## src/rtl/event_sequencer.sv

```systemverilog
// event_sequencer: drives the En/Slt pair of the dual event counter. After a Start it emits
// Count0 slot-0 pulses and then Count1*DIV slot-1 pulses, with optional idle gaps between
// pulses. Busy/Done handshaking is provided, along with Hold (freeze) and Abort (drop).
module event_sequencer #(
    parameter int unsigned WIDTH = 16,
    parameter int unsigned DIV   = 4,
    parameter int unsigned GAP   = 0
) (
    input  logic             Clk,
    input  logic             Reset,
    input  logic             Start,
    input  logic [WIDTH-1:0] Count0,
    input  logic [WIDTH-1:0] Count1,
    input  logic             Hold,
    input  logic             Abort,
    output logic             EnOut,
    output logic             SltOut,
    output logic             Busy,
    output logic             Done
);

    localparam int unsigned LogDiv = $clog2(DIV);
    localparam int unsigned Rem1W  = WIDTH + LogDiv;
    localparam int unsigned GapW   = (GAP > 0) ? $clog2(GAP + 1) : 1;

    localparam logic [WIDTH-1:0] One0    = WIDTH'(1);
    localparam logic [Rem1W-1:0] One1    = Rem1W'(1);
    localparam logic [GapW-1:0]  GapLoad = GapW'((GAP > 0) ? GAP - 1 : 0);

    typedef enum logic [2:0] {
        StIdle,
        StRun0,
        StRun1,
        StGapW,
        StFin
    } state_e;

    state_e           state_q, state_d;
    logic [WIDTH-1:0] rem0_q, rem0_d;
    logic [Rem1W-1:0] rem1_q, rem1_d;
    logic [GapW-1:0]  gap_q, gap_d;
    logic             next_slot_q, next_slot_d;
    logic             en_q, en_d;
    logic             slt_q, slt_d;
    logic             busy_q, busy_d;
    logic             done_q, done_d;

    logic in_seq;

    // Abort only acts on a running sequence, never in IDLE or FIN
    assign in_seq = (state_q == StRun0) || (state_q == StRun1) || (state_q == StGapW);

    // Next-state, remainder bookkeeping and next output values
    always_comb begin
        state_d     = state_q;
        rem0_d      = rem0_q;
        rem1_d      = rem1_q;
        gap_d       = gap_q;
        next_slot_d = next_slot_q;
        en_d        = 1'b0;
        slt_d       = 1'b0;
        busy_d      = busy_q;
        done_d      = 1'b0;

        if (Abort && in_seq) begin
            state_d     = StIdle;
            rem0_d      = '0;
            rem1_d      = '0;
            gap_d       = '0;
            next_slot_d = 1'b0;
            busy_d      = 1'b0;
        end else if (Hold) begin
            // everything frozen; Busy keeps its value, no pulse or Done
            busy_d = busy_q;
        end else begin
            unique case (state_q)
                StIdle: begin
                    busy_d = 1'b0;
                    if (Start) begin
                        rem0_d = Count0;
                        rem1_d = Rem1W'(Count1) << LogDiv;
                        if ((Count0 == '0) && (Count1 == '0)) begin
                            state_d = StFin;
                        end else if (Count0 != '0) begin
                            state_d = StRun0;
                        end else begin
                            state_d = StRun1;
                        end
                    end
                end
                StRun0: begin
                    en_d   = 1'b1;
                    busy_d = 1'b1;
                    rem0_d = rem0_q - One0;
                    if (GAP > 0) begin
                        gap_d       = GapLoad;
                        next_slot_d = (rem0_q == One0);
                        state_d     = StGapW;
                    end else if (rem0_q == One0) begin
                        state_d = (rem1_q != '0) ? StRun1 : StFin;
                    end
                end
                StRun1: begin
                    en_d   = 1'b1;
                    slt_d  = 1'b1;
                    busy_d = 1'b1;
                    rem1_d = rem1_q - One1;
                    if (GAP > 0) begin
                        gap_d       = GapLoad;
                        next_slot_d = 1'b1;
                        state_d     = StGapW;
                    end else if (rem1_q == One1) begin
                        state_d = StFin;
                    end
                end
                StGapW: begin
                    busy_d = 1'b1;
                    if (gap_q == '0) begin
                        if ((rem0_q == '0) && (rem1_q == '0)) begin
                            state_d = StFin;
                        end else begin
                            state_d = next_slot_q ? StRun1 : StRun0;
                        end
                    end else begin
                        gap_d = gap_q - GapW'(1);
                    end
                end
                StFin: begin
                    busy_d  = 1'b0;
                    done_d  = 1'b1;
                    state_d = StIdle;
                end
                default: begin
                    state_d = StIdle;
                    busy_d  = 1'b0;
                end
            endcase
        end
    end

    // State, remainders and registered outputs with synchronous reset
    always_ff @(posedge Clk) begin
        if (Reset) begin
            state_q     <= StIdle;
            rem0_q      <= '0;
            rem1_q      <= '0;
            gap_q       <= '0;
            next_slot_q <= 1'b0;
            en_q        <= 1'b0;
            slt_q       <= 1'b0;
            busy_q      <= 1'b0;
            done_q      <= 1'b0;
        end else begin
            state_q     <= state_d;
            rem0_q      <= rem0_d;
            rem1_q      <= rem1_d;
            gap_q       <= gap_d;
            next_slot_q <= next_slot_d;
            en_q        <= en_d;
            slt_q       <= slt_d;
            busy_q      <= busy_d;
            done_q      <= done_d;
        end
    end

    assign EnOut  = en_q;
    assign SltOut = slt_q;
    assign Busy   = busy_q;
    assign Done   = done_q;

endmodule

```

## config.mk

```make
export PLATFORM = sky130hd
export DESIGN_NAME = event_sequencer
export DESIGN_NICKNAME = d
export VERILOG_FILES = /design/src/rtl/event_sequencer.sv
export SDC_FILE = /design/constraint.sdc
export NUM_CORES = 1
export LEC_CHECK = 0
export ABC_AREA = 1
export BUFFER_PORTS_ARGS = -buffer_cell sky130_fd_sc_hd__buf_2
export CAP_MARGIN = 20
export CORE_UTILIZATION = 25
export CTS_BUF_LIST = sky130_fd_sc_hd__clkbuf_8
export DETAILED_ROUTE_END_ITERATION = 10
export SYNTH_ARGS = -nofsm -noshare
export SYNTH_HDL_FRONTEND = slang
export SYNTH_SLANG_ARGS = --single-unit
```

## constraint.sdc

```tcl
create_clock -name Clk -period 1.34 [get_ports Clk]
set_input_delay 0.268 -clock Clk [delete_from_list [all_inputs] [get_ports Clk]]
set_output_delay 0.268 -clock Clk [all_outputs]
set_load 0.03 [all_outputs]
```

After elaboration in Yosys (flattened, before gate mapping)
Index checks and enable logic that the tools add are counted.
{"block": "classes", "n_mul": 0, "n_lt_le_gt_ge": 0, "n_div": 0, "eq_ne": 10, "bitwise": 1, "n_shift": 0, "muxes": 18, "reduce_logical": 22, "addsub": 3}
{"cell": "16-bit logical NOT", "n": 3}
{"cell": "18-bit case mux with 2 select lines", "n": 1}
{"cell": "16-bit case mux with 2 select lines", "n": 1}
{"cell": "3-bit 2-to-1 mux", "n": 7}
{"cell": "18-bit by 1-bit equality test with 1-bit output (second input constant)", "n": 1}
{"cell": "18-bit logical NOT", "n": 1}
{"cell": "18-bit 2-to-1 mux", "n": 1}
{"cell": "18-bit nonzero test", "n": 1}
{"cell": "18-bit by 1-bit subtractor with 18-bit output (second input constant)", "n": 1}
{"cell": "16-bit by 1-bit equality test with 1-bit output (second input constant)", "n": 1}
{"cell": "16-bit 2-to-1 mux", "n": 1}
{"cell": "16-bit nonzero test", "n": 1}
{"cell": "16-bit by 1-bit subtractor with 16-bit output (second input constant)", "n": 1}
{"cell": "3-bit case mux with 4 select lines", "n": 1}
{"cell": "3-bit by 2-bit equality test with 1-bit output (second input constant)", "n": 2}
{"cell": "3-bit AND reduction", "n": 2}
{"cell": "3-bit OR reduction", "n": 2}
{"cell": "1-bit 2-to-1 mux", "n": 5}
{"cell": "5-bit AND reduction", "n": 1}
{"cell": "2-bit by 1-bit != test with 1-bit output (second input constant)", "n": 2}
{"cell": "2-bit != test (second input constant)", "n": 2}
{"cell": "2-bit nonzero test", "n": 2}
{"cell": "2-bit OR reduction", "n": 2}
{"cell": "3-bit by 1-bit equality test with 1-bit output (second input constant)", "n": 1}
{"cell": "8 further kinds", "n": 11}
{"block": "totals", "ramBits": 0, "mem_count": 0, "latch_bits": 0, "reg_bits": 42, "romBits": 0, "word_cells": 62, "out_inout_bits": 4}

Longest topological paths before layout
{"block": "logic_depth", "depth_word": 5, "ltp_mapped": 11}

Worst setup path before layout
OpenSTA, ideal clock, no wires.
{"block": "synth_timing", "path_type": "reg-to-reg", "startpoint": "register rem1_q[0]", "endpoint": "register rem1_q[10]", "stages_incl_launch_ff": 9, "setup_ps": 132, "synth_period_minus_slack_ps": 1467, "arrival_ps": 1335, "path_slack_ps": -127, "n_path_buf": 0, "required_ps": 1208, "path_cell_list": "dfxtp_1 -> inv_1 -> ha_1 -> nand3_1 -> nor2_1 -> nand2_1 -> xor2_1 -> o21ai_0 -> a21oi_1"}
{"block": "synth_between", "elab_chain_len": 2}
{"element": "start: declaration", "line": "40", "source": "logic [Rem1W-1:0] rem1_q, rem1_d;"}
{"element": "start signal: assignment", "line": "156", "source": "rem1_q <= rem1_d;"}
{"element": "18-bit by 1-bit subtractor with 18-bit output", "line": "107", "source": "rem1_d = rem1_q - One1;"}
{"element": "18-bit case mux with 2 select lines", "line": "76", "source": "unique case (state_q)"}
Every way passes these cells.
A chain may end at the register's enable or synchronous reset.

Worst setup path after layout
{"block": "layout_timing", "startpoint": "register state_q[0]", "endpoint": "register rem0_q[4]"}
{"block": "layout_between", "elab_chain_len": 5, "elab_cells_between_ends": 12}
{"element": "start: declaration", "line": "38", "source": "state_e state_q, state_d;"}
{"element": "start signal: assignment", "line": "144", "source": "state_q <= StIdle;"}
{"element": "start signal: assignment", "line": "154", "source": "state_q <= state_d;"}
{"element": "3-bit by 1-bit equality test with 1-bit output or 3-bit by 2-bit equality test with 1-bit output (tied branches)", "line": "51, 76"}
{"element": "1-bit logical OR (2 in series)", "line": "51", "source": "assign in_seq = (state_q == StRun0) || (state_q == StRun1) || (state_q == StGapW);"}
{"element": "1-bit logical AND", "line": "65", "source": "if (Abort && in_seq) begin"}
{"element": "2-bit OR reduction (no line)"}
{"element": "end signal: assignment", "line": "155", "source": "rem0_q <= rem0_d;"}
{"element": "end: declaration", "line": "39", "source": "logic [WIDTH-1:0] rem0_q, rem0_d;"}
Several ways; a longest one is shown, not always the timed one.

==> flow_metrics.tcl <==
set metrics [dict create \
    status "finished with violations" \
    violations "negative setup slack" \
    synth-xor-area-share 0.0344 \
    post-route-util 0.438 \
    crit_path_end_kind "register" \
    cp.required_ns 1.60 \
    synth-adder-area-share 0.0268 \
    io_buffers 40 \
    start_util 0.257 \
    drv_slew 0 \
    avgRoutedWirePerCell_um 12.9 \
    drive_gt1_frac 0.479 \
    grt_pass1_vias 3202 \
    row_count 38 \
    finalSetupViolations 29 \
    cts_root_buf "clkbuf_8" \
    grt_overflow 0 \
    yosys.cell_types.count 30 \
    clock_skew_ns 0.0127 \
    yosysWarningCount 0 \
    ant_nets 0 \
    synth_simple_gate_area_share 0.390 \
    period_share 1.10 \
    netlist_instances 466 \
    path_clk_slew_ns 0.10 \
    avgSynthCellArea_um2 6.01 \
    min_path_type "in2reg" \
    numCtsBuffers 5 \
    num_io_pins 41 \
    arrival_ns 1.73 \
    tns_ns -1.83 \
    nNetsFinal 650 \
    antenna_cells 0 \
    remaining_drc_errors 0 \
    place_ws_ns -0.164 \
    cts_buffer_depth 2 \
    drt_wl_total_mm 9.68 \
    chipWidth_um 108 \
    fillers 1093 \
    place.gp.congestion 0.865 \
    place_inst 721 \
    final_cells 748 \
    cp_max_fo 7 \
    clock_sinks 41 \
    antenna_found_initial 0 \
    area_growth_pct 70.3 \
    post_drt_via_cell_ratio 4.70 \
    track_usage 0.155 \
    cts_tree "done" \
    vdd_ir_drop_max_uv 658 \
    fmax_mhz 681 \
    htreeDepth 2 \
    total_power_mw 5.65 \
    setup_ws_ns -0.127 \
    drt_iter0_drc 183 \
    ys_seq_area_frac 0.293 \
    firstDrtPassIters 5 \
    grt_max_degree 31 \
    synth_fp_nets 509 \
    ys_ff_latch 41 \
    clk_latency_ns 0.31 \
    relSlewSlack 0.788 \
    core_area_um2 10900 \
    synth_top_family_by_area "simple AND/OR/NAND/NOR gates" \
    path_class "reg2reg" \
    die_h_um 108 \
    power_density_nw_per_um2 1190 \
    power.leakage_nw 2.12 \
    startpoint_type "register" \
    synth_compound_area_frac 0.172 \
    grt_pass1_wl_mm 14.3 \
    dp_hpwl_mm 6.49 \
    grt_setup_unrepaired "true" \
    dieArea_um2 11600 \
    fin_crit_ns 1.47 \
    worstMarginPinSlew_ns 0.316 \
    via_count 3516 \
    finalHoldViolCount 0 \
    synth.area.mux_share 0 \
    maxCapViolations 0 \
    synthesis.area_um2 2800 \
]
cell families (layout without fill, tap and decap cells):
| logic type | count (synthesis) | in the layout |
|---|---|---|
| buf+inv | 56 | 198 |
| simple gates | 264 | 264 |
| fa+ha+maj | 6 | 6 |
| flops | 41 | 41 |
| compound gates | 88 | 88 |
| xor+xnor | 11 | 11 |
cells in the mapped netlist:
cell      number  area [µm²]
o21ai_1        9        45.0
nand3_1       28         140
buf_6          2        22.5
nor2_4         1        11.3
a211oi_1       1        7.51
o21a_1         2        15.0
inv_1         35         131
dfxtp_1       41         821
o32ai_1        1        8.76
or2_2          1        6.26
a31oi_1        1        6.26
nor3_4         1        16.3
xor2_1         9        78.8
nand3b_1       3        22.5
ha_1           6        75.1
o22ai_1        1        6.26
buf_4          1        7.51
o21ai_0       25         125
nor3_1         7        35.0
nand2_1      112         420
buf_2          5        25.0
nand4_1        3        18.8
nand2_4        2        22.5
xnor2_1        2        17.5
nor2_1       106         398
clkbuf_1       5        18.8
o21ai_4        1        16.3
o211ai_1       6        45.0
a21oi_1       41         205
inv_2          8        30.0
layout make-up:
type | count | area (µm²) | share of cell area
repair buffers | 146 | 1180 | 0.248
multi-input cells | 369 | 2230 | 0.468
repair inverters | 1 | 8.76 | 0.00184
flip-flops and latches | 41 | 847 | 0.178
inverters | 43 | 206 | 0.0433
clock buffers | 6 | 82.6 | 0.0173
well taps | 140 | 175 | 0.0368
clock inverters | 2 | 37.5 | 0.00788
cells in the final DEF, fill, tap and decap left out, drive strengths merged:
cell | synthesis | layout
buf | 8 | 142
nand2 | 114 | 114
nor2 | 107 | 107
inv | 43 | 44
a21oi | 41 | 41
dfxtp | 41 | 41
o21ai | 35 | 35
nand3 | 28 | 28
clkbuf | 5 | 10
xor2 | 9 | 9
nor3 | 8 | 8
o211ai | 6 | 6
ha | 6 | 6
nand4 | 3 | 3
nand3b | 3 | 3
xnor2 | 2 | 2
o21a | 2 | 2
a211oi | 1 | 1
o32ai | 1 | 1
a31oi | 1 | 1
o22ai | 1 | 1
or2 | 1 | 1
bufinv | 0 | 1
clkinvlp | 0 | 1
routing by layer:
metal / vias to the layer above / part of all wire / routed length (µm) / track usage
met5: - / 0 / 0 / 0
met4: 0 / 0.013 / 125 / 0.0431
met3: 10 / 0.054 / 518 / 0.0224
met2: 90 / 0.50 / 4810 / 0.275
met1: 1626 / 0.44 / 4230 / 0.192
li1: 1790 / - / - / -
what timing repair did:
action                     4_1_cts  5_1_grt
hold buffers                     0        0
setup endpoints to repair       38       39
resized for setup               68      120
pin swaps                       17       37
gates cloned                     1        5
buffers inserted                 6        8
critical path, stage by stage, from the launching register on:
cell     delay [ns]
dfxtp_2        0.37
inv_4          0.05
nand2_4        0.07
nor2_4         0.05
buf_6          0.12
o21ai_4        0.26
buf_12         0.17
inv_2          0.07
a21oi_1        0.13
o21a_1         0.12
metrics by stage:
step | hold slack [ns] | instance area [µm²]
finish | 0.217 | 4770
CTS | 0.216 | 4220
global route | 0.229 | 4770
global placement | 0.446 | 3840
floorplan | 0.417 | 2830
detailed placement | 0.459 | 3840
state kept, by name, summed over array words and instances, names as in the netlist:
| register | flops |
|---|---|
| state_q | 3 |
| rem0_q | 16 |
| Done | 1 |
| EnOut | 1 |
| Busy | 1 |
| rem1_q | 18 |
| SltOut | 1 |
path summary, 6_finish.rpt:
kind	cells past startpoint	start	slack (ns)	endpoint
max	9	state_q[0]$_SDFFE_PP0P_	-0.13	rem0_q[4]$_SDFFE_PP0P_
min	3	Count1[0]	0.22	rem1_q[2]$_SDFFE_PP0P_
max reg2reg	9	state_q[0]$_SDFFE_PP0P_	-0.13	rem0_q[4]$_SDFFE_PP0P_
min reg2reg	2	Busy$_SDFFE_PP0N_	0.47	Busy$_SDFFE_PP0N_
power breakdown:
part / internal, mW / switching (mW)
logic: 1.45 / 1.63
registers: 1.35 / 0.108
clock network: 0.607 / 0.513
Power figures use the tool's default switching activity.
